`src/rtl/uart_fifo_core.sv`:
```
// uart_fifo_core: full-duplex UART with configurable frame format.
// TX takes a valid/ready byte; RX deframes into a show-ahead FIFO and reports
// framing errors, parity errors and overrun as single-cycle pulses.
module uart_fifo_core #(
  parameter int CLKS_PER_BIT = 234,
  parameter int DATA_BITS    = 8,
  parameter int PARITY       = 0,
  parameter int STOP_BITS    = 1,
  parameter int FIFO_DEPTH   = 16
) (
  input  logic                          clk,
  input  logic                          rst,
  input  logic                          uart_rx,
  output logic                          uart_tx,
  input  logic [DATA_BITS-1:0]          tx_data,
  input  logic                          tx_valid,
  output logic                          tx_ready,
  output logic [DATA_BITS-1:0]          rx_data,
  output logic                          rx_valid,
  input  logic                          rx_ready,
  output logic [$clog2(FIFO_DEPTH):0]   rx_count,
  output logic                          rx_frame_err,
  output logic                          rx_parity_err,
  output logic                          rx_overrun
);

  localparam int AW    = $clog2(FIFO_DEPTH);
  localparam int CNT_W = $clog2(STOP_BITS * CLKS_PER_BIT + 1);
  localparam int BIT_W = $clog2(DATA_BITS);

  // Counter terminal values: full bit, half bit (start-bit centre) and the
  // stop phase minus one cycle, so tx_ready is already up in the final stop
  // cycle and a back-to-back byte follows with no idle gap.
  localparam logic [CNT_W-1:0] CNT_BIT_END  = CNT_W'(CLKS_PER_BIT - 1);
  localparam logic [CNT_W-1:0] CNT_HALF_END = CNT_W'(CLKS_PER_BIT / 2 - 1);
  localparam logic [CNT_W-1:0] CNT_STOP_END = CNT_W'(STOP_BITS * CLKS_PER_BIT - 2);
  localparam logic [BIT_W-1:0] BIT_LAST     = BIT_W'(DATA_BITS - 1);
  localparam logic [AW:0]      FIFO_FULL    = (AW+1)'(FIFO_DEPTH);
  localparam logic             HAS_PARITY   = (PARITY != 0);

  typedef enum logic [2:0] {
    R_IDLE, R_START, R_DATA, R_PARITY, R_STOP, R_WAIT_HIGH
  } rx_state_t;

  typedef enum logic [2:0] {
    T_IDLE, T_START, T_DATA, T_PARITY, T_STOP
  } tx_state_t;

  // Parity bit for a data word: even = XOR of the bits, odd = its inverse.
  function automatic logic parity_of(input logic [DATA_BITS-1:0] d);
    parity_of = (^d) ^ (PARITY == 1);
  endfunction

  logic                 rx_meta, rx_sync;
  rx_state_t            rx_state;
  logic [CNT_W-1:0]     rx_cnt;
  logic [BIT_W-1:0]     rx_bit;
  logic [DATA_BITS-1:0] rx_shift;
  logic                 rx_par_bad;
  logic                 push_vld_p1;

  tx_state_t            tx_state;
  logic [CNT_W-1:0]     tx_cnt;
  logic [BIT_W-1:0]     tx_bit;
  logic [DATA_BITS-1:0] tx_shift;
  logic                 tx_par;
  logic                 tx_accept;

  logic [DATA_BITS-1:0] fifo_mem [FIFO_DEPTH];
  logic [AW-1:0]        wr_ptr, rd_ptr;
  logic                 fifo_full, do_pop, do_push;

  // Two-flop synchroniser for the asynchronous serial input; idles high.
  always_ff @(posedge clk or posedge rst) begin
    if (rst) begin
      rx_meta <= 1'b1;
      rx_sync <= 1'b1;
    end else begin
      rx_meta <= uart_rx;
      rx_sync <= rx_meta;
    end
  end

  // RX deframer: start-bit centre check, then one sample per bit period.
  always_ff @(posedge clk or posedge rst) begin
    if (rst) begin
      rx_state      <= R_IDLE;
      rx_cnt        <= '0;
      rx_bit        <= '0;
      rx_par_bad    <= 1'b0;
      push_vld_p1   <= 1'b0;
      rx_frame_err  <= 1'b0;
      rx_parity_err <= 1'b0;
    end else begin
      push_vld_p1   <= 1'b0;
      rx_frame_err  <= 1'b0;
      rx_parity_err <= 1'b0;
      case (rx_state)
        R_IDLE: begin
          rx_cnt     <= '0;
          rx_bit     <= '0;
          rx_par_bad <= 1'b0;
          if (!rx_sync) rx_state <= R_START;
        end
        R_START: begin
          if (rx_cnt == CNT_HALF_END) begin
            rx_cnt   <= '0;
            // A line back high at the start-bit centre was only a glitch.
            rx_state <= rx_sync ? R_IDLE : R_DATA;
          end else begin
            rx_cnt <= rx_cnt + 1'b1;
          end
        end
        R_DATA: begin
          if (rx_cnt == CNT_BIT_END) begin
            rx_cnt <= '0;
            if (rx_bit == BIT_LAST) rx_state <= HAS_PARITY ? R_PARITY : R_STOP;
            else                    rx_bit   <= rx_bit + 1'b1;
          end else begin
            rx_cnt <= rx_cnt + 1'b1;
          end
        end
        R_PARITY: begin
          if (rx_cnt == CNT_BIT_END) begin
            rx_cnt     <= '0;
            rx_par_bad <= (rx_sync != parity_of(rx_shift));
            rx_state   <= R_STOP;
          end else begin
            rx_cnt <= rx_cnt + 1'b1;
          end
        end
        R_STOP: begin
          // Only the first stop bit is checked; a second one just reads as idle.
          if (rx_cnt == CNT_BIT_END) begin
            rx_cnt <= '0;
            if (!rx_sync) begin
              rx_frame_err <= 1'b1;
              rx_state     <= R_WAIT_HIGH;
            end else begin
              push_vld_p1   <= 1'b1;
              rx_parity_err <= rx_par_bad;
              rx_state      <= R_IDLE;
            end
          end else begin
            rx_cnt <= rx_cnt + 1'b1;
          end
        end
        R_WAIT_HIGH: begin
          if (rx_sync) rx_state <= R_IDLE;
        end
        default: rx_state <= R_IDLE;
      endcase
    end
  end

  // RX data shift register, LSB first; holds the byte until the next frame.
  always_ff @(posedge clk) begin
    if (rx_state == R_DATA && rx_cnt == CNT_BIT_END)
      rx_shift <= {rx_sync, rx_shift[DATA_BITS-1:1]};
  end

  // ---- stage p1: completed byte (push_vld_p1, rx_shift) enters the FIFO ----
  assign fifo_full = (rx_count == FIFO_FULL);
  assign rx_valid  = (rx_count != '0);
  assign do_pop    = rx_valid && rx_ready;
  assign do_push   = push_vld_p1 && (!fifo_full || do_pop);
  assign rx_data   = fifo_mem[rd_ptr];

  // FIFO pointers and occupancy; a push into a full FIFO is dropped unless a
  // pop frees the slot in the same cycle.
  always_ff @(posedge clk or posedge rst) begin
    if (rst) begin
      wr_ptr     <= '0;
      rd_ptr     <= '0;
      rx_count   <= '0;
      rx_overrun <= 1'b0;
    end else begin
      rx_overrun <= push_vld_p1 && fifo_full && !do_pop;
      if (do_push) wr_ptr <= wr_ptr + 1'b1;
      if (do_pop)  rd_ptr <= rd_ptr + 1'b1;
      case ({do_push, do_pop})
        2'b10:   rx_count <= rx_count + 1'b1;
        2'b01:   rx_count <= rx_count - 1'b1;
        default: rx_count <= rx_count;
      endcase
    end
  end

  // FIFO storage.
  always_ff @(posedge clk) begin
    if (do_push) fifo_mem[wr_ptr] <= rx_shift;
  end

  assign tx_accept = tx_valid && tx_ready;

  // TX data path: latch byte and its parity on accept, shift out LSB first.
  always_ff @(posedge clk) begin
    if (tx_accept) begin
      tx_shift <= tx_data;
      tx_par   <= parity_of(tx_data);
    end else if (tx_state == T_DATA && tx_cnt == CNT_BIT_END) begin
      tx_shift <= tx_shift >> 1;
    end
  end

  // TX framer: each bit held CLKS_PER_BIT cycles, registered line output.
  always_ff @(posedge clk or posedge rst) begin
    if (rst) begin
      tx_state <= T_IDLE;
      tx_cnt   <= '0;
      tx_bit   <= '0;
      uart_tx  <= 1'b1;
      tx_ready <= 1'b1;
    end else begin
      case (tx_state)
        T_IDLE: begin
          tx_cnt <= '0;
          tx_bit <= '0;
          if (tx_accept) begin
            uart_tx  <= 1'b0;
            tx_ready <= 1'b0;
            tx_state <= T_START;
          end
        end
        T_START: begin
          if (tx_cnt == CNT_BIT_END) begin
            tx_cnt   <= '0;
            uart_tx  <= tx_shift[0];
            tx_state <= T_DATA;
          end else begin
            tx_cnt <= tx_cnt + 1'b1;
          end
        end
        T_DATA: begin
          if (tx_cnt == CNT_BIT_END) begin
            tx_cnt <= '0;
            if (tx_bit == BIT_LAST) begin
              uart_tx  <= HAS_PARITY ? tx_par : 1'b1;
              tx_state <= HAS_PARITY ? T_PARITY : T_STOP;
            end else begin
              tx_bit  <= tx_bit + 1'b1;
              uart_tx <= tx_shift[1];
            end
          end else begin
            tx_cnt <= tx_cnt + 1'b1;
          end
        end
        T_PARITY: begin
          if (tx_cnt == CNT_BIT_END) begin
            tx_cnt   <= '0;
            uart_tx  <= 1'b1;
            tx_state <= T_STOP;
          end else begin
            tx_cnt <= tx_cnt + 1'b1;
          end
        end
        T_STOP: begin
          // The last stop cycle is spent in IDLE with tx_ready already high.
          if (tx_cnt == CNT_STOP_END) begin
            tx_cnt   <= '0;
            tx_ready <= 1'b1;
            tx_state <= T_IDLE;
          end else begin
            tx_cnt <= tx_cnt + 1'b1;
          end
        end
        default: tx_state <= T_IDLE;
      endcase
    end
  end

endmodule
```
`config.mk`:
```
export PLATFORM = sky130hd
export DESIGN_NAME = uart_fifo_core
export DESIGN_NICKNAME = d
export VERILOG_FILES = /design/src/rtl/uart_fifo_core.sv
export SDC_FILE = /design/constraint.sdc
export NUM_CORES = 1
export LEC_CHECK = 0
export CELL_PAD_IN_SITES_DETAIL_PLACEMENT = 1
export CELL_PAD_IN_SITES_GLOBAL_PLACEMENT = 2
export CORE_MARGIN = 5
export CORE_UTILIZATION = 49
export DETAILED_ROUTE_END_ITERATION = 8
export PLACE_DENSITY = 0.9
export SLEW_MARGIN = 20
export SYNTH_ARGS = -nofsm -noshare
export SYNTH_HDL_FRONTEND = slang
export SYNTH_SLANG_ARGS = --single-unit
```
`constraint.sdc`:
```
create_clock -name clk -period 5.5 [get_ports clk]
set_clock_uncertainty 0.05 [all_clocks]
set_input_delay 1.375 -clock clk [delete_from_list [all_inputs] [get_ports clk]]
set_output_delay 1.375 -clock clk [all_outputs]
set_load 0.01 [all_outputs]
```
[After elaboration in Yosys (flattened, before gate mapping)]
Memory sizes are Yosys's and may differ from the RTL's.
Cells that the tools add are included.
Storage, ports and cells
  memories kept: 1
  register bits: 66
  output and inout port bits: 19
  RAM bits: 128
  bits of input ports: 13
  word-level logic and storage cells: 148
Memories
  fifo_mem: depth 16, width 8, rd ports 1, clocked after Yosys merged registers in 0, write ports 1, RTL line 69  | logic [DATA_BITS-1:0] fifo_mem [FIFO_DEPTH];
Cells by class
  eq/ne operators: 34
  reductions and logical operators: 32
  mux-type cells: 53
  add/subtract/negate cells: 8
Operators with widths (number)
  3-bit 2-to-1 mux: 18
  8-bit 2-to-1 mux: 6
  8-bit case mux with 3 select lines: 2
  2-bit inequality test, second input constant: 13
  8-bit equality test, second input constant: 3
  1-bit 2-to-1 mux: 18
  3-bit case mux with 6 select lines: 1
  8-bit by 1-bit adder with 8-bit output, second input constant: 2
  3-bit equality test, second input constant: 5
  3-bit case mux with 5 select lines: 1
  3-bit by 2-bit equality test with 1-bit output, second input constant: 4
  3-bit case mux with 2 select lines: 2
  2-bit nonzero test: 6
  5-bit case mux with 2 select lines: 1
  3-bit AND reduction: 3
  4-bit by 1-bit adder with 4-bit output, second input constant: 2
  8-bit by 7-bit equality test with 1-bit output, second input constant: 1
  8-bit parity: 1
  1-bit logical AND: 7
  7-bit AND reduction: 1
  3-bit by 1-bit adder with 3-bit output, second input constant: 2
  3-bit by 1-bit equality test with 1-bit output, second input constant: 2
  3-bit logical NOT: 2
  6-bit AND reduction: 1
  18 further kinds: 23

[Logic depth before layout (Yosys ltp)]
  word-level depth: 6
  gate-level depth with buffers: 9
  depth with buffers taken out: 9

[Worst setup path before layout]
No wires, ideal clock.
  path type: register -> output
  from: reg rd_ptr[0]
  to: out rx_data[0]
  stages on the path, launching flop included: 5
  path slack: 2.237 ns
  data arrival time: 1.838 ns
  path buffers: 2
  data required time: 4.075 ns
  cells stage by stage: dfrtp_1 -> buf_2 -> buf_2 -> mux4_2 -> mux4_2
On the way
  cells in the longest elaborated chain, start to end: 1
Ends and longest elaborated chain
  start, declared: RTL line 70  | logic [AW-1:0] wr_ptr, rd_ptr;
  start signal, assigned: RTL line 180  | if (do_pop) rd_ptr <= rd_ptr + 1'b1;
  memory 16 x 8 bit
  end, declared: RTL line 18  | output logic [DATA_BITS-1:0] rx_data,
No other way between the ends.

[Worst setup path in the final report]
  from: reg rd_ptr[0]
  to: out rx_data[6]
Same word-level chain as after synthesis.

==> summary.log <==
[floorplan] full die area 19480 um^2
[clock_tree] CTS tree done
[sta] final total negative setup slack 0 ns
[cells_and_area] net total in the final layout 574
[clock_tree] clock insertion delay at the later pin of the skew report 0.43 ns
[synthesis] Synth Instances 509
[cells_and_area] Non-Filler Cell Area, Final 9418 um^2
[pwr] Lkg Pwr 0.003290 uW
[cells_and_area] fraction of layout instances using a drive strength above 1 18.85%
[pwr] Internal Power 2814 uW
[synthesis] Post-Synthesis Net Count 539
[global_route] via count of the first global-routing pass 4961
[setup_path] Critical Setup Path Class reg2out
[clock_tree] cells resized by post-CTS repair 0
[routing] drt pass-1 iters 4
[floorplan] Die X-Extent 139.6 um
[clock_tree] Clk pin slew, worst setup/hold paths 0.07 ns
[floorplan] starting density of the core 49.78%
[status] run status finished, final reports clean
[routing] remaining antenna violation count after routing 0
[global_route] met1 Track Usage GR 25.97%
[cells_and_area] number of standard cells in the layout, taps in and fillers out 777
[synthesis] mean instance size in the synthesized netlist 16.16 um^2
[sta] Final Hold Viols 0
[synthesis] mapped cell area 8227 um^2
[pwr] power dissipated by switching net loads 980.8 uW
[sta] final setup vio count 0
[clock_tree] Post-CTS Setup Repair Bufs 0
[cells_and_area] number of inserted filler cells in the final layout 1525
[clock_tree] # H-tree levels 4
[pwr] worst-case vdd ir drop 0.2414 mV
[global_route] grt met2 use 34.48%
[setup_path] Reg2Reg Depth 9
[min_path] Hold Path Sink rx_sync$_DFF_PP1_
[synthesis] fraction of synthesized cell area taken by the top area cell type 52.56%
[synthesis] arithmetic-cell share of the synthesized area counting full adders, half adders and majority gates 2.586%
[clock_tree] Inserted Clock Buffers 17
[global_route] antenna violations before repair 0
[floorplan] total core area 16520 um^2
[synthesis] proportion of synthesized chip area in sequential cells 67.83%
[routing] wire length per cell after detailed routing 24.16 um
[synthesis] number of distinct library cell variants in the gate-level netlist after synthesis 52
[global_route] fraction of met3 tracks used by global routing 4.425%
[global_route] remaining global-route overflow 0
[placed_design] gpl congestion 0.8572
[setup_path] launch instance of the worst register-to-register path rx_count[1]$_DFFE_PP0P_
[pwr] power density over the cells 402.9 nW/um^2
[routing] drt drc 0
[run] Max-Cap Viols 0
[cells_and_area] leading cell types in the layout, fill and taps excluded 144 x sky130_fd_sc_hd__edfxtp_1, 45 x sky130_fd_sc_hd__dfrtp_1, 40 x sky130_fd_sc_hd__mux4_2
[global_route] overall track demand over capacity in global routing 20.01%
[synthesis] count of flip-flops with a built-in enable after synthesis 144
[synthesis] Synthesis Warnings 0
[pwr] clock network fraction of design power 32.9%
[setup_path] CP Max Fanout 16
[sta] clock period minus worst slack 4.468 ns
[synthesis] cell type with the highest aggregate area in the netlist sky130_fd_sc_hd__edfxtp_1
[synthesis] area fraction in compound gates after synthesis 4.669%
[routing] via count 4545
[cells_and_area] number of inserted diodes 0
[global_route] global-route wire length before repair 29130 um
[min_path] Hold Path Class reg2reg
[floorplan] height of the die 139.6 um
[clock_tree] number of sinks handled by clock tree synthesis 194
[clock_tree] maximum clock path buffer count 2
[setup_path] critical path required time 4.07 ns
[sta] worst-margin pin slew 0.9674 ns
[setup_path] kind of end point of the critical path output port
[pwr] switching fraction of total power 25.85%
[routing] WL final 18770 um
[setup_path] arrival time reported for the critical path endpoint 3.04 ns
[synthesis] dominant combinational cell family by area after synthesis multiplexers
[setup_path] reg-to-reg slack, setup 2.65 ns
[sta] Slew Limit Headroom 35.27%
[cells_and_area] synthesis-to-layout area growth 14.48%
[synthesis] parity-gate share of the synthesized area counting xor and xnor cells 2.342%
[setup_path] startpoint kind of the worst setup timing path flop
[synthesis] FFs w/ async S/R, synth 25.77%
[min_path] depth of the worst hold-timing path 0
[sta] top achievable clock speed 223.8 MHz
[synthesis] largest cells by area after synthesis sky130_fd_sc_hd__edfxtp_1 53%, sky130_fd_sc_hd__dfrtp_1 14%, sky130_fd_sc_hd__mux4_2 11%
[placed_design] number of buffer cells added on primary ports 31
[placed_design] DPL Wire Length 12980 um
[sta] final clock period utilization by the worst path 81.23%
[global_route] largest net degree at the start of global routing 51
[sta] RSZ-0062 raised after global routing no
[clock_tree] cts-stage hold buffer count 0
[synthesis] simple-gate share of the synthesized area 7.209%
[routing] post-detailed-route via-to-cell ratio 5.849
[clock_tree] Root Driver sky130_fd_sc_hd__clkbuf_16
[pwr] power share of the combinational group 21.6%
[setup_path] reg-to-reg endpoint rx_count[4]$_DFFE_PP0P_
[sta] Post-Route Hold Slack 0.3074 ns
[min_path] startpoint of the lowest-slack hold path rx_meta$_DFF_PP1_
[cells_and_area] most common cell after layout, fill and taps aside sky130_fd_sc_hd__edfxtp_1
[synthesis] flop and latch count out of synthesis 194
[global_route] GRT Max-Usage Layer met2
[synthesis] prevailing post-synth register cell sky130_fd_sc_hd__edfxtp_1
[placed_design] placement-stage cell area 8805 um^2
[sta] count of pins over their slew limit 0
[routing] number of DRC markers in iteration 0 298
[floorplan] Cell Rows 47
[placed_design] cell count after placement 744
[synthesis] mux share of post-synthesis cell area 13.31%
[floorplan] I/O pin total 32
[pwr] relative contribution of sequential cells to total power 45.5%
-- routing by layer --
metal | vias to the layer above | part of all wire (%)
met3 | 15 | 3.9
met4 | 0 | 0.89
met2 | 102 | 53
met5 | - | 0
li1 | 2034 | -
met1 | 2394 | 42
-- synthesized netlist by cell type (all sizes together) (7+ instances only) --
| cell type | instances |
|---|---|
| nand2 | 28 |
| nor2 | 26 |
| xor2 | 7 |
| nand3 | 12 |
| ha | 17 |
| buf | 9 |
| inv | 20 |
| nor3 | 11 |
| dfrtp | 46 |
| and3 | 9 |
| mux2 | 11 |
| clkbuf | 12 |
| xnor2 | 15 |
| mux4 | 40 |
| edfxtp | 144 |
| o21ai | 28 |
| mux2i | 7 |
| a21oi | 13 |
-- critical path, cell delays in order, from the launching register on --
cell and delay, ns:
sky130_fd_sc_hd__dfrtp_2 0.70, sky130_fd_sc_hd__buf_4 0.36, sky130_fd_sc_hd__mux4_2 0.54, sky130_fd_sc_hd__mux4_2 0.51
sky130_fd_sc_hd__clkdlybuf4s50_1 0.50
-- worst max-delay path by stage --
stage,startpoint,end,depth (start not counted)
final,rd_ptr[0]$_DFFE_PP0N_,rx_data[6],4
after global placement,rd_ptr[0]$_DFFE_PP0N_,rx_data[6],4
after floorplan,rd_ptr[0]$_DFFE_PP0N_,rx_data[0],4
after global routing,rd_ptr[0]$_DFFE_PP0N_,rx_data[6],4
after detailed placement,rd_ptr[0]$_DFFE_PP0N_,rx_data[6],4
after CTS,rd_ptr[0]$_DFFE_PP0N_,rx_data[6],4
-- registers in the layout, summed over array words and instances, names as in the netlist, 4 cells and up --
signal	count
wr_ptr	4
tx_shift	8
rx_cnt	8
fifo_mem	128
rx_shift	8
rx_count	5
tx_cnt	8
rd_ptr	4
-- power groups by stage --
stage / Sequential, uW / Clock [uW] / Combinational (uW)
floorplan: 1660 / 0 / 602
global placement: 1750 / 0 / 798
detailed placement: 1760 / 0 / 831
CTS: 1730 / 1270 / 837
global route: 1740 / 1340 / 875
finish: 1730 / 1250 / 821
-- layout make-up --
type	instances	area (um^2)	share of cell area, %
Multi-Input combinational cell	274	2541	26.98
Clock inverter	13	158.9	1.687
Inverter	20	75.07	0.7971
Tap cell	220	275.3	2.923
Clock buffer	19	432.9	4.597
Sequential cell	194	5582	59.27
Timing Repair Buffer	37	352.8	3.747
-- per-stage QoR --
step / utilization [%] / power (uW) / setup slack, ns
after detailed placement: 53.28 / 2590 / 1.424
after floorplan: - / 2263 / 2.237
final: 56.99 / 3794 / 1.032
after CTS: 56.86 / 3838 / 0.9491
after global placement: 53.28 / 2547 / 1.502
after global routing: 56.99 / 3949 / 0.8844
-- cell families after synthesis --
group,after synthesis
AOI/OAI and AO/OA,60
xor gates and xnor gates,22
adders and majority gates,17
buffers and inverters,41
DFF,194
muxes,58
and+or+nand+nor,117
No activity file was read; power rests on OpenSTA's default activity.
